$ cat config.mk
export PLATFORM = sky130hd
export DESIGN_NAME = fp_sqrt_invsqrt_iter_flat
export DESIGN_NICKNAME = d
export VERILOG_FILES = /design/src/rtl/fp_sqrt_invsqrt_iter_if.sv /design/src/rtl/fp_sqrt_invsqrt_iter.sv /design/src/flat_wrapper.sv
export SDC_FILE = /design/constraint.sdc
export NUM_CORES = 1
export LEC_CHECK = 0
export ABC_AREA = 1
export BUFFER_PORTS_ARGS = -buffer_cell sky130_fd_sc_hd__buf_4
export CORE_ASPECT_RATIO = 1.75
export CORE_MARGIN = 2
export CORE_UTILIZATION = 55
export DETAILED_ROUTE_END_ITERATION = 10
export GPL_ROUTABILITY_DRIVEN = 0
export GPL_TIMING_DRIVEN = 0
export PLACE_DENSITY = 0.74
export REMOVE_ABC_BUFFERS = 1
export SETUP_SLACK_MARGIN = 0.15
export SLEW_MARGIN = 0
export SYNTH_ARGS = -nofsm -noshare
export SYNTH_HDL_FRONTEND = slang
export SYNTH_SLANG_ARGS = --single-unit
$ cat constraint.sdc
create_clock -name clk -period 2.9 [get_ports clk]
set_input_delay 0.145 -clock clk [delete_from_list [all_inputs] [get_ports clk]]
set_output_delay 0.145 -clock clk [all_outputs]
set_load 0.02 [all_outputs]
$ cat src/rtl/fp_sqrt_invsqrt_iter_if.sv
`default_nettype none
// +----------------------------------------------------------------------------+
// | fp_sqrt_invsqrt_iter_if                                                      |
// | Operand/result handshake bundle for the iterative sqrt / inverse-sqrt unit. |
// | Revision: 1.0                                                                |
// +----------------------------------------------------------------------------+
interface fp_sqrt_invsqrt_iter_if #(
    parameter int E_DW = 8,
    parameter int F_DW = 7
);
    logic            valid_i;
    logic            ready_o;
    logic            inv_i;
    logic            s_i;
    logic [E_DW-1:0] e_i;
    logic [F_DW-1:0] f_i;
    logic            valid_o;
    logic            ready_i;
    logic            s_o;
    logic [E_DW-1:0] e_o;
    logic [F_DW-1:0] f_o;
    logic            invalid_o;
    logic            divzero_o;

    modport master (
        output valid_i, inv_i, s_i, e_i, f_i, ready_i,
        input  ready_o, valid_o, s_o, e_o, f_o, invalid_o, divzero_o
    );

    modport slave (
        input  valid_i, inv_i, s_i, e_i, f_i, ready_i,
        output ready_o, valid_o, s_o, e_o, f_o, invalid_o, divzero_o
    );
endinterface
`default_nettype wire

$ cat src/rtl/fp_sqrt_invsqrt_iter.sv
`default_nettype none
// +----------------------------------------------------------------------------+
// | fp_sqrt_invsqrt_iter                                                         |
// | Iterative FP sqrt / 1/sqrt: restoring root, optional restoring 1/root, RNE.  |
// | Revision: 1.0                                                                |
// +----------------------------------------------------------------------------+
module fp_sqrt_invsqrt_iter #(
    parameter int E_DW = 8,
    parameter int F_DW = 7
) (
    input  wire logic             clk,
    input  wire logic             rst,
    fp_sqrt_invsqrt_iter_if.slave bus
);
    localparam int ITER = F_DW + 2;
    localparam int RW   = ITER + 3;
    localparam int CW   = $clog2(ITER + 1);

    localparam logic [E_DW-1:0] BIAS     = {1'b0, {(E_DW-1){1'b1}}};
    localparam logic [E_DW-1:0] E_ONES   = {E_DW{1'b1}};
    localparam logic [F_DW-1:0] QNAN_F   = {1'b1, {(F_DW-1){1'b0}}};
    localparam logic [ITER-1:0] ONE_ROOT = {1'b1, {(ITER-1){1'b0}}};
    localparam logic [RW-1:0]   DIV_INIT = {3'b000, ONE_ROOT};

    typedef enum logic [2:0] {
        ST_IDLE    = 3'd0,
        ST_ROOT    = 3'd1,
        ST_DIV     = 3'd2,
        ST_ROUND   = 3'd3,
        ST_SPECIAL = 3'd4,
        ST_DONE    = 3'd5
    } state_t;

    state_t            state;
    logic              ready;
    logic              valid;
    logic              res_s;
    logic [E_DW-1:0]   res_e;
    logic [F_DW-1:0]   res_f;
    logic              res_invalid;
    logic              res_divzero;

    logic              inv;
    logic              op_s;
    logic [E_DW-1:0]   op_e;
    logic [F_DW-1:0]   op_f;
    logic [E_DW-1:0]   half;
    logic [2*ITER-1:0] rad;
    logic [RW-1:0]     rem;
    logic [ITER-1:0]   root;
    logic [ITER-1:0]   quo;
    logic [CW-1:0]     cnt;

    // Accept-side decode: unbiased exponent, odd-exponent mantissa pre-shift.
    logic [E_DW:0]     u_raw;
    logic [F_DW+1:0]   mant_in;
    logic              special_in;
    always_comb begin
        u_raw      = {1'b0, bus.e_i} - {1'b0, BIAS};
        mant_in    = u_raw[0] ? {1'b1, bus.f_i, 1'b0} : {2'b01, bus.f_i};
        special_in = (bus.e_i == '0) | (&bus.e_i) | bus.s_i;
    end

    logic [RW-1:0] rem_sh, trial, div_sh, dvs;
    logic          root_ge, div_ge;
    always_comb begin
        rem_sh  = {rem[ITER:0], rad[2*ITER-1 -: 2]};
        trial   = {1'b0, root, 2'b01};
        root_ge = (rem_sh >= trial);
        div_sh  = {1'b0, rem[ITER:0], 1'b0};
        dvs     = {3'b000, root};
        div_ge  = (div_sh >= dvs);
    end

    // A truncated root of exactly 1.0 makes 1/root exact, so it bypasses the quotient.
    logic            one_root, sticky, round_up, carry;
    logic [ITER-1:0] sel;
    logic [F_DW:0]   mant, mant_rnd;
    logic [E_DW-1:0] e_base, e_res;
    always_comb begin
        one_root = (root == ONE_ROOT);
        sel      = root;
        sticky   = |rem;
        if (inv) begin
            if (one_root) begin
                sel    = ONE_ROOT;
                sticky = 1'b0;
            end else begin
                sel    = quo;
            end
        end
        mant     = sel[ITER-1:1];
        round_up = sel[0] & (sticky | mant[0]);
        mant_rnd = mant + {{F_DW{1'b0}}, round_up};
        carry    = ~mant_rnd[F_DW];
        if (inv) e_base = BIAS - half - {{(E_DW-1){1'b0}}, ~one_root};
        else     e_base = BIAS + half;
        e_res    = e_base + {{(E_DW-1){1'b0}}, carry};
    end

    logic            sp_s, sp_invalid, sp_divzero;
    logic [E_DW-1:0] sp_e;
    logic [F_DW-1:0] sp_f;
    logic            e_zero, bad_op;
    always_comb begin
        e_zero     = (op_e == '0);
        bad_op     = ((&op_e) & (op_f != '0)) | (op_s & ~e_zero);
        sp_s       = 1'b0;
        sp_e       = '0;
        sp_f       = '0;
        sp_invalid = 1'b0;
        sp_divzero = 1'b0;
        if (bad_op) begin
            sp_e       = E_ONES;
            sp_f       = QNAN_F;
            sp_invalid = 1'b1;
        end else if (e_zero) begin
            sp_s       = op_s;
            sp_e       = inv ? E_ONES : '0;
            sp_divzero = inv;
        end else begin
            sp_e       = inv ? '0 : E_ONES;
        end
    end

    always_ff @(posedge clk) begin
        if (rst) begin
            state       <= ST_IDLE;
            ready       <= 1'b1;
            valid       <= 1'b0;
            res_s       <= 1'b0;
            res_e       <= '0;
            res_f       <= '0;
            res_invalid <= 1'b0;
            res_divzero <= 1'b0;
            inv         <= 1'b0;
            op_s        <= 1'b0;
            op_e        <= '0;
            op_f        <= '0;
            half        <= '0;
            rad         <= '0;
            rem         <= '0;
            root        <= '0;
            quo         <= '0;
            cnt         <= '0;
        end else begin
            case (state)
                ST_IDLE: begin
                    if (bus.valid_i) begin
                        ready <= 1'b0;
                        inv   <= bus.inv_i;
                        op_s  <= bus.s_i;
                        op_e  <= bus.e_i;
                        op_f  <= bus.f_i;
                        half  <= u_raw[E_DW:1];
                        rad   <= {mant_in, {(F_DW+2){1'b0}}};
                        rem   <= '0;
                        root  <= '0;
                        quo   <= '0;
                        cnt   <= CW'(ITER - 1);
                        state <= special_in ? ST_SPECIAL : ST_ROOT;
                    end
                end
                ST_ROOT: begin
                    rad <= rad << 2;
                    if (root_ge) begin
                        rem  <= rem_sh - trial;
                        root <= {root[ITER-2:0], 1'b1};
                    end else begin
                        rem  <= rem_sh;
                        root <= {root[ITER-2:0], 1'b0};
                    end
                    if (cnt == '0) begin
                        if (inv) begin
                            rem   <= DIV_INIT;
                            cnt   <= CW'(ITER - 1);
                            state <= ST_DIV;
                        end else begin
                            state <= ST_ROUND;
                        end
                    end else begin
                        cnt <= cnt - 1'b1;
                    end
                end
                ST_DIV: begin
                    if (div_ge) begin
                        rem <= div_sh - dvs;
                        quo <= {quo[ITER-2:0], 1'b1};
                    end else begin
                        rem <= div_sh;
                        quo <= {quo[ITER-2:0], 1'b0};
                    end
                    if (cnt == '0) state <= ST_ROUND;
                    else           cnt   <= cnt - 1'b1;
                end
                ST_ROUND: begin
                    res_s       <= op_s;
                    res_e       <= e_res;
                    res_f       <= mant_rnd[F_DW-1:0];
                    res_invalid <= 1'b0;
                    res_divzero <= 1'b0;
                    valid       <= 1'b1;
                    state       <= ST_DONE;
                end
                ST_SPECIAL: begin
                    res_s       <= sp_s;
                    res_e       <= sp_e;
                    res_f       <= sp_f;
                    res_invalid <= sp_invalid;
                    res_divzero <= sp_divzero;
                    valid       <= 1'b1;
                    state       <= ST_DONE;
                end
                ST_DONE: begin
                    if (bus.ready_i) begin
                        valid <= 1'b0;
                        ready <= 1'b1;
                        state <= ST_IDLE;
                    end
                end
                default: begin
                    valid <= 1'b0;
                    ready <= 1'b1;
                    state <= ST_IDLE;
                end
            endcase
        end
    end

    assign bus.ready_o   = ready;
    assign bus.valid_o   = valid;
    assign bus.s_o       = res_s;
    assign bus.e_o       = res_e;
    assign bus.f_o       = res_f;
    assign bus.invalid_o = res_invalid;
    assign bus.divzero_o = res_divzero;
endmodule
`default_nettype wire

$ cat src/flat_wrapper.sv
// flat-port wrapper written by rule: the top's interface ports become plain ports
module fp_sqrt_invsqrt_iter_flat 
#(
    parameter int E_DW = 8,
    parameter int F_DW = 7
)
  (clk, rst, bus_valid_i, bus_inv_i, bus_s_i, bus_e_i, bus_f_i, bus_ready_i, bus_ready_o, bus_valid_o, bus_s_o, bus_e_o, bus_f_o, bus_invalid_o, bus_divzero_o);
  fp_sqrt_invsqrt_iter_if #(.E_DW(E_DW), .F_DW(F_DW)) bus_i ();
  input  wire logic clk;
  input  wire logic rst;
  input wire logic [$bits(bus_i.valid_i)-1:0] bus_valid_i;
  input wire logic [$bits(bus_i.inv_i)-1:0] bus_inv_i;
  input wire logic [$bits(bus_i.s_i)-1:0] bus_s_i;
  input wire logic [$bits(bus_i.e_i)-1:0] bus_e_i;
  input wire logic [$bits(bus_i.f_i)-1:0] bus_f_i;
  input wire logic [$bits(bus_i.ready_i)-1:0] bus_ready_i;
  output wire logic [$bits(bus_i.ready_o)-1:0] bus_ready_o;
  output wire logic [$bits(bus_i.valid_o)-1:0] bus_valid_o;
  output wire logic [$bits(bus_i.s_o)-1:0] bus_s_o;
  output wire logic [$bits(bus_i.e_o)-1:0] bus_e_o;
  output wire logic [$bits(bus_i.f_o)-1:0] bus_f_o;
  output wire logic [$bits(bus_i.invalid_o)-1:0] bus_invalid_o;
  output wire logic [$bits(bus_i.divzero_o)-1:0] bus_divzero_o;
  assign bus_i.valid_i = bus_valid_i;
  assign bus_i.inv_i = bus_inv_i;
  assign bus_i.s_i = bus_s_i;
  assign bus_i.e_i = bus_e_i;
  assign bus_i.f_i = bus_f_i;
  assign bus_i.ready_i = bus_ready_i;
  assign bus_ready_o = bus_i.ready_o;
  assign bus_valid_o = bus_i.valid_o;
  assign bus_s_o = bus_i.s_o;
  assign bus_e_o = bus_i.e_o;
  assign bus_f_o = bus_i.f_o;
  assign bus_invalid_o = bus_i.invalid_o;
  assign bus_divzero_o = bus_i.divzero_o;
  fp_sqrt_invsqrt_iter #(.E_DW(E_DW), .F_DW(F_DW)) u_core (.clk(clk), .rst(rst), .bus(bus_i));
endmodule
==> impl_metrics.prom <==
# TYPE chip_impl_metric gauge
chip_impl_info{name="status",value="finished, final reports clean"} 1
chip_impl_info{name="crit_path_start_kind",value="flop"} 1
chip_impl_metric{name="synth.cell_area",unit="um2"} 6300
chip_impl_metric{name="gate_count_of_the_mapped_netlist",unit=""} 968
chip_impl_metric{name="multiInputGateArea",unit="um2"} 4010
chip_impl_info{name="reg2reg_to",value="u_core.bus.e_o[6]$_SDFFE_PP0P_"} 1
chip_impl_metric{name="skew",unit="ns"} 0.00728
chip_impl_metric{name="grt_remaining_overflow",unit=""} 0
chip_impl_metric{name="finish.instance_area",unit="um2"} 7230
chip_impl_metric{name="grt_antenna_before_repair",unit=""} 0
chip_impl_metric{name="route.final.wire_length",unit="um"} 17700
chip_impl_metric{name="initial_standard_cell_utilization_of_the_core",unit=""} 0.564
chip_impl_metric{name="yosysUniqueCellTypes",unit=""} 44
chip_impl_metric{name="max_cap_viol_count",unit=""} 0
chip_impl_metric{name="asyncSetResetFlopFracSynth",unit=""} 0
chip_impl_metric{name="cell_count_of_the_worst_reg_to_reg_path",unit=""} 17
chip_impl_metric{name="fin_cells",unit=""} 1140
chip_impl_metric{name="power_total",unit="mW"} 10.1
chip_impl_metric{name="static-leakage-power",unit="nW"} 3.48
chip_impl_metric{name="tightest_slew_margin_relative_to_the_limit",unit=""} 0.460
chip_impl_metric{name="vdd_drop_max",unit="uV"} 1430
chip_impl_metric{name="synth-warning-count",unit=""} 0
chip_impl_info{name="r2r_start",value="u_core.root[2]$_SDFFE_PP0P_"} 1
chip_impl_info{name="cp_cell_sequence",value="nor2_4, nand3_4, nor2_4, buf_12, inv_1, ha_1, inv_1, ha_4, fa_1, or2_2, nand2_2, nor3_2, nand3_1, inv_1, nand2_1, nand3_1, a21oi_2"} 1
chip_impl_metric{name="dr.first_iter.drc_count",unit=""} 357
chip_impl_metric{name="cp.arrival",unit="ns"} 2.98
chip_impl_metric{name="syn_area_per_cell",unit="um2"} 6.51
chip_impl_metric{name="finalSetupViolations",unit=""} 0
chip_impl_metric{name="cts_buffers",unit=""} 9
chip_impl_info{name="timing.setup.critical_path_class",value="reg2reg"} 1
chip_impl_metric{name="tritoncts_num_sinks",unit=""} 91
chip_impl_metric{name="io_pins",unit=""} 41
chip_impl_metric{name="width_of_the_chip",unit="um"} 84.9
chip_impl_info{name="ys_dominant_reg_cell",value="dfxtp_1"} 1
chip_impl_metric{name="clock_tree.buffer_depth",unit=""} 2
chip_impl_metric{name="synth_seq_area_share",unit=""} 0.289
chip_impl_metric{name="floorplan.rows",unit=""} 51
chip_impl_metric{name="ant_nets_after_route",unit=""} 0
chip_impl_metric{name="wl_per_cell",unit="um"} 15.5
chip_impl_metric{name="die_height",unit="um"} 146
chip_impl_metric{name="io_buffer_count",unit=""} 40
chip_impl_metric{name="worstPathBufferInverterCount",unit=""} 4
chip_impl_metric{name="floorplan.die_area",unit="um2"} 12400
chip_impl_info{name="setup.worst_path.end",value="u_core.bus.e_o[6]$_SDFFE_PP0P_"} 1
chip_impl_metric{name="postPlaceCellArea",unit="um2"} 6630
chip_impl_metric{name="grt_pass1_vias",unit=""} 6201
chip_impl_metric{name="register_area",unit="um2"} 1850
chip_impl_metric{name="power.density",unit="nW/um2"} 1390
chip_impl_metric{name="diode_count",unit=""} 0
chip_impl_info{name="hold_path_class",value="in2reg"} 1
chip_impl_metric{name="max_stage_delay",unit="ns"} 0.40
chip_impl_metric{name="pre_cts_ws",unit="ns"} -0.209
chip_impl_metric{name="finalWorstPathRequiredPeriod",unit="ns"} 2.69
chip_impl_info{name="cts.root.buffer_cell",value="clkbuf_16"} 1
chip_impl_info{name="cp_common_cell",value="inv_1"} 1
chip_impl_metric{name="grt_start_max_net_pins",unit=""} 51
chip_impl_metric{name="detailedRoute.firstPassIterationCount",unit=""} 5
chip_impl_metric{name="slew_viol_final",unit=""} 0
chip_impl_metric{name="fin_nets",unit=""} 1068
chip_impl_metric{name="worst_skew_pair_latency",unit="ns"} 0.35
chip_impl_metric{name="final_layout_size_suffix_gt1_frac",unit=""} 0.141
chip_impl_metric{name="worst-slew-pin-transition",unit="ns"} 0.809
chip_impl_metric{name="drc_violations",unit=""} 0
chip_impl_metric{name="timing.hold.worst_path_depth",unit=""} 3
chip_impl_metric{name="layout_overhead_on_the_synthesized_area",unit="%"} 14.8
chip_impl_metric{name="setup_ws",unit="ns"} 0.205
chip_impl_info{name="cp_slowest_cell",value="fa_1"} 1
chip_impl_metric{name="synth-edff-count",unit=""} 0
chip_impl_metric{name="reg2reg_setup_slack",unit="ns"} 0.21
chip_impl_info{name="grt_setup_unrepaired",value="true"} 1
chip_impl_metric{name="final.fill_count",unit=""} 1073
chip_impl_metric{name="fin_util",unit=""} 0.648
chip_impl_metric{name="grtUsageTotal",unit=""} 0.284
chip_impl_info{name="cp_top_family",value="simple AND/OR/NAND/NOR gates"} 1
chip_impl_metric{name="placed_cells",unit=""} 1115
chip_impl_metric{name="num_vias",unit=""} 6445
chip_impl_metric{name="grt_first_pass_wirelength",unit="um"} 28400
chip_impl_metric{name="number_of_h_tree_levels",unit=""} 3
chip_impl_metric{name="post-route-period-util",unit=""} 0.929
chip_impl_info{name="worstSetupStartpoint",value="u_core.root[2]$_SDFFE_PP0P_"} 1
chip_impl_metric{name="final-hold-violation-count",unit=""} 0
chip_impl_metric{name="worst-path-stages",unit=""} 17
chip_impl_metric{name="core",unit="um2"} 11200
chip_impl_info{name="critical_path_end_type",value="flop"} 1
chip_impl_metric{name="synth_seq_cells",unit=""} 91
chip_impl_metric{name="cp.required",unit="ns"} 3.18
chip_impl_metric{name="achievable-frequency",unit="MHz"} 371
chip_impl_metric{name="dp.final_hpwl",unit="um"} 12900
chip_impl_metric{name="clock_slew_at_the_register_clock_pins_of_the_worst_setup_and_hold_paths",unit="ns"} 0.07
chip_impl_metric{name="crit_path_max_fanout",unit=""} 5
chip_impl_info{name="cts_tree",value="done"} 1
chip_impl_metric{name="avgViaCountPerCell",unit=""} 5.65
-- metal layers --
metal,GRT usage,vias to the layer above,part of all wire
li1,-,3272,-
met2,0.543,153,0.55
met5,0,-,0
met4,0.175,0,0.058
met3,0.0312,83,0.027
met1,0.282,2937,0.37
-- area by class of cell --
type | count | share of cell area
timing repair buffer | 48 | 0.0516
sequential | 91 | 0.256
tap | 132 | 0.0228
clock inverter | 7 | 0.0138
inverter | 136 | 0.0713
multi-input combinational | 717 | 0.554
clock buffer | 9 | 0.0311
-- synth_stat cells, types with 7 or more instances --
cell type | n | area share
nand2_1 | 248 | 0.15
inv_1 | 121 | 0.072
a21oi_1 | 91 | 0.072
dfxtp_1 | 91 | 0.29
nand3_1 | 87 | 0.069
nor2_1 | 64 | 0.038
o21ai_0 | 59 | 0.047
ha_1 | 42 | 0.083
nand4_1 | 21 | 0.021
inv_2 | 14 | 0.0083
nor3_1 | 13 | 0.010
clkbuf_1 | 10 | 0.0060
xnor2_1 | 10 | 0.014
buf_2 | 9 | 0.0071
o21ai_1 | 7 | 0.0056
-- per-stage QoR --
| stage | hold slack [ns] | setup TNS, ns |
|---|---|---|
| floorplan | 0.214 | 0 |
| global placement | 0.405 | -0.614 |
| detailed placement | 0.396 | -0.633 |
| CTS | 0.0475 | 0 |
| global route | 0.0517 | 0 |
| finish | 0.0478 | 0 |
-- power breakdown --
part | leakage (nW) | internal [mW] | switching (mW)
registers | 0.750 | 1.60 | 0.336
logic | 2.57 | 2.30 | 4.55
clock network | 0.160 | 0.763 | 0.525
-- sequential cells by signal, summed over array words and instances, names as in the netlist, 3 cells and up --
| name | flops |
|---|---|
| u_core.state | 3 |
| u_core.bus.f_o | 7 |
| u_core.quo | 9 |
| u_core.op_f | 7 |
| u_core.rem | 12 |
| u_core.half | 8 |
| u_core.root | 9 |
| u_core.op_e | 8 |
| u_core.cnt | 4 |
| u_core.bus.e_o | 8 |
| u_core.rad | 9 |
-- placed cells by master, fill, tap and decap left out, types with 3 or more instances in the layout --
cell type | Yosys | routed
a21oi_1 | 91 | 90
xnor2_1 | 10 | 10
a21o_1 | 6 | 6
buf_4 | 3 | 47
dfxtp_2 | 0 | 3
inv_1 | 121 | 118
nor2_1 | 64 | 57
a22oi_1 | 6 | 6
nand2_2 | 4 | 8
ha_1 | 42 | 40
dfxtp_4 | 0 | 6
inv_2 | 14 | 16
nand3_4 | 0 | 3
nand4_1 | 21 | 21
a21oi_2 | 3 | 4
o21ai_4 | 0 | 3
a211oi_1 | 5 | 5
o211ai_1 | 6 | 6
nor3_1 | 13 | 12
dfxtp_1 | 91 | 82
o21ai_0 | 59 | 58
xor2_1 | 6 | 6
nor4_1 | 4 | 4
nor2_2 | 4 | 7
o21ai_1 | 7 | 4
nand2_1 | 248 | 244
nand3_1 | 87 | 84
clkbuf_16 | 0 | 9
nand3_2 | 5 | 5
o21ai_2 | 2 | 3
nor2_4 | 3 | 8
-- logic make-up after synthesis --
| kind of cell | synth area share |
|---|---|
| compound gates | 0.172 |
| xor+xnor | 0.0222 |
| fa+ha+maj | 0.0898 |
| buf+inv | 0.102 |
| flops | 0.289 |
| simple gates | 0.325 |
-- worst reg2reg max path, cell delays in order (launching register included) --
cell	delay (ns)
dfxtp_4	0.37
nor2_4	0.15
nand3_4	0.11
nor2_4	0.12
buf_12	0.14
inv_1	0.05
ha_1	0.17
inv_1	0.08
ha_4	0.14
fa_1	0.40
or2_2	0.35
nand2_2	0.11
nor3_2	0.06
nand3_1	0.09
inv_1	0.04
nand2_1	0.05
nand3_1	0.08
a21oi_2	0.12
-- timing repair --
| item | CTS | global route |
|---|---|---|
| hold buffers | 0 | 0 |
| setup endpoints to repair | 6 | 6 |
| gates resized for setup | 10 | 45 |
| setup buffers | 1 | 7 |
| pin swaps | 1 | 12 |
| gates cloned | 1 | 0 |
-- worst min-delay path by stage --
stage                           from                                 to
final                     bus_f_i[1]        u_core.op_f[1]$_SDFFE_PP0P_
after global routing      bus_f_i[5]        u_core.op_f[5]$_SDFFE_PP0P_
after global placement    bus_f_i[3]        u_core.op_f[3]$_SDFFE_PP0P_
after detailed placement  bus_f_i[3]        u_core.op_f[3]$_SDFFE_PP0P_
after floorplan                  rst  u_core.bus.divzero_o$_SDFFE_PP0P_
after CTS                 bus_f_i[1]        u_core.op_f[1]$_SDFFE_PP0P_
(Power assumes the default switching activity.)
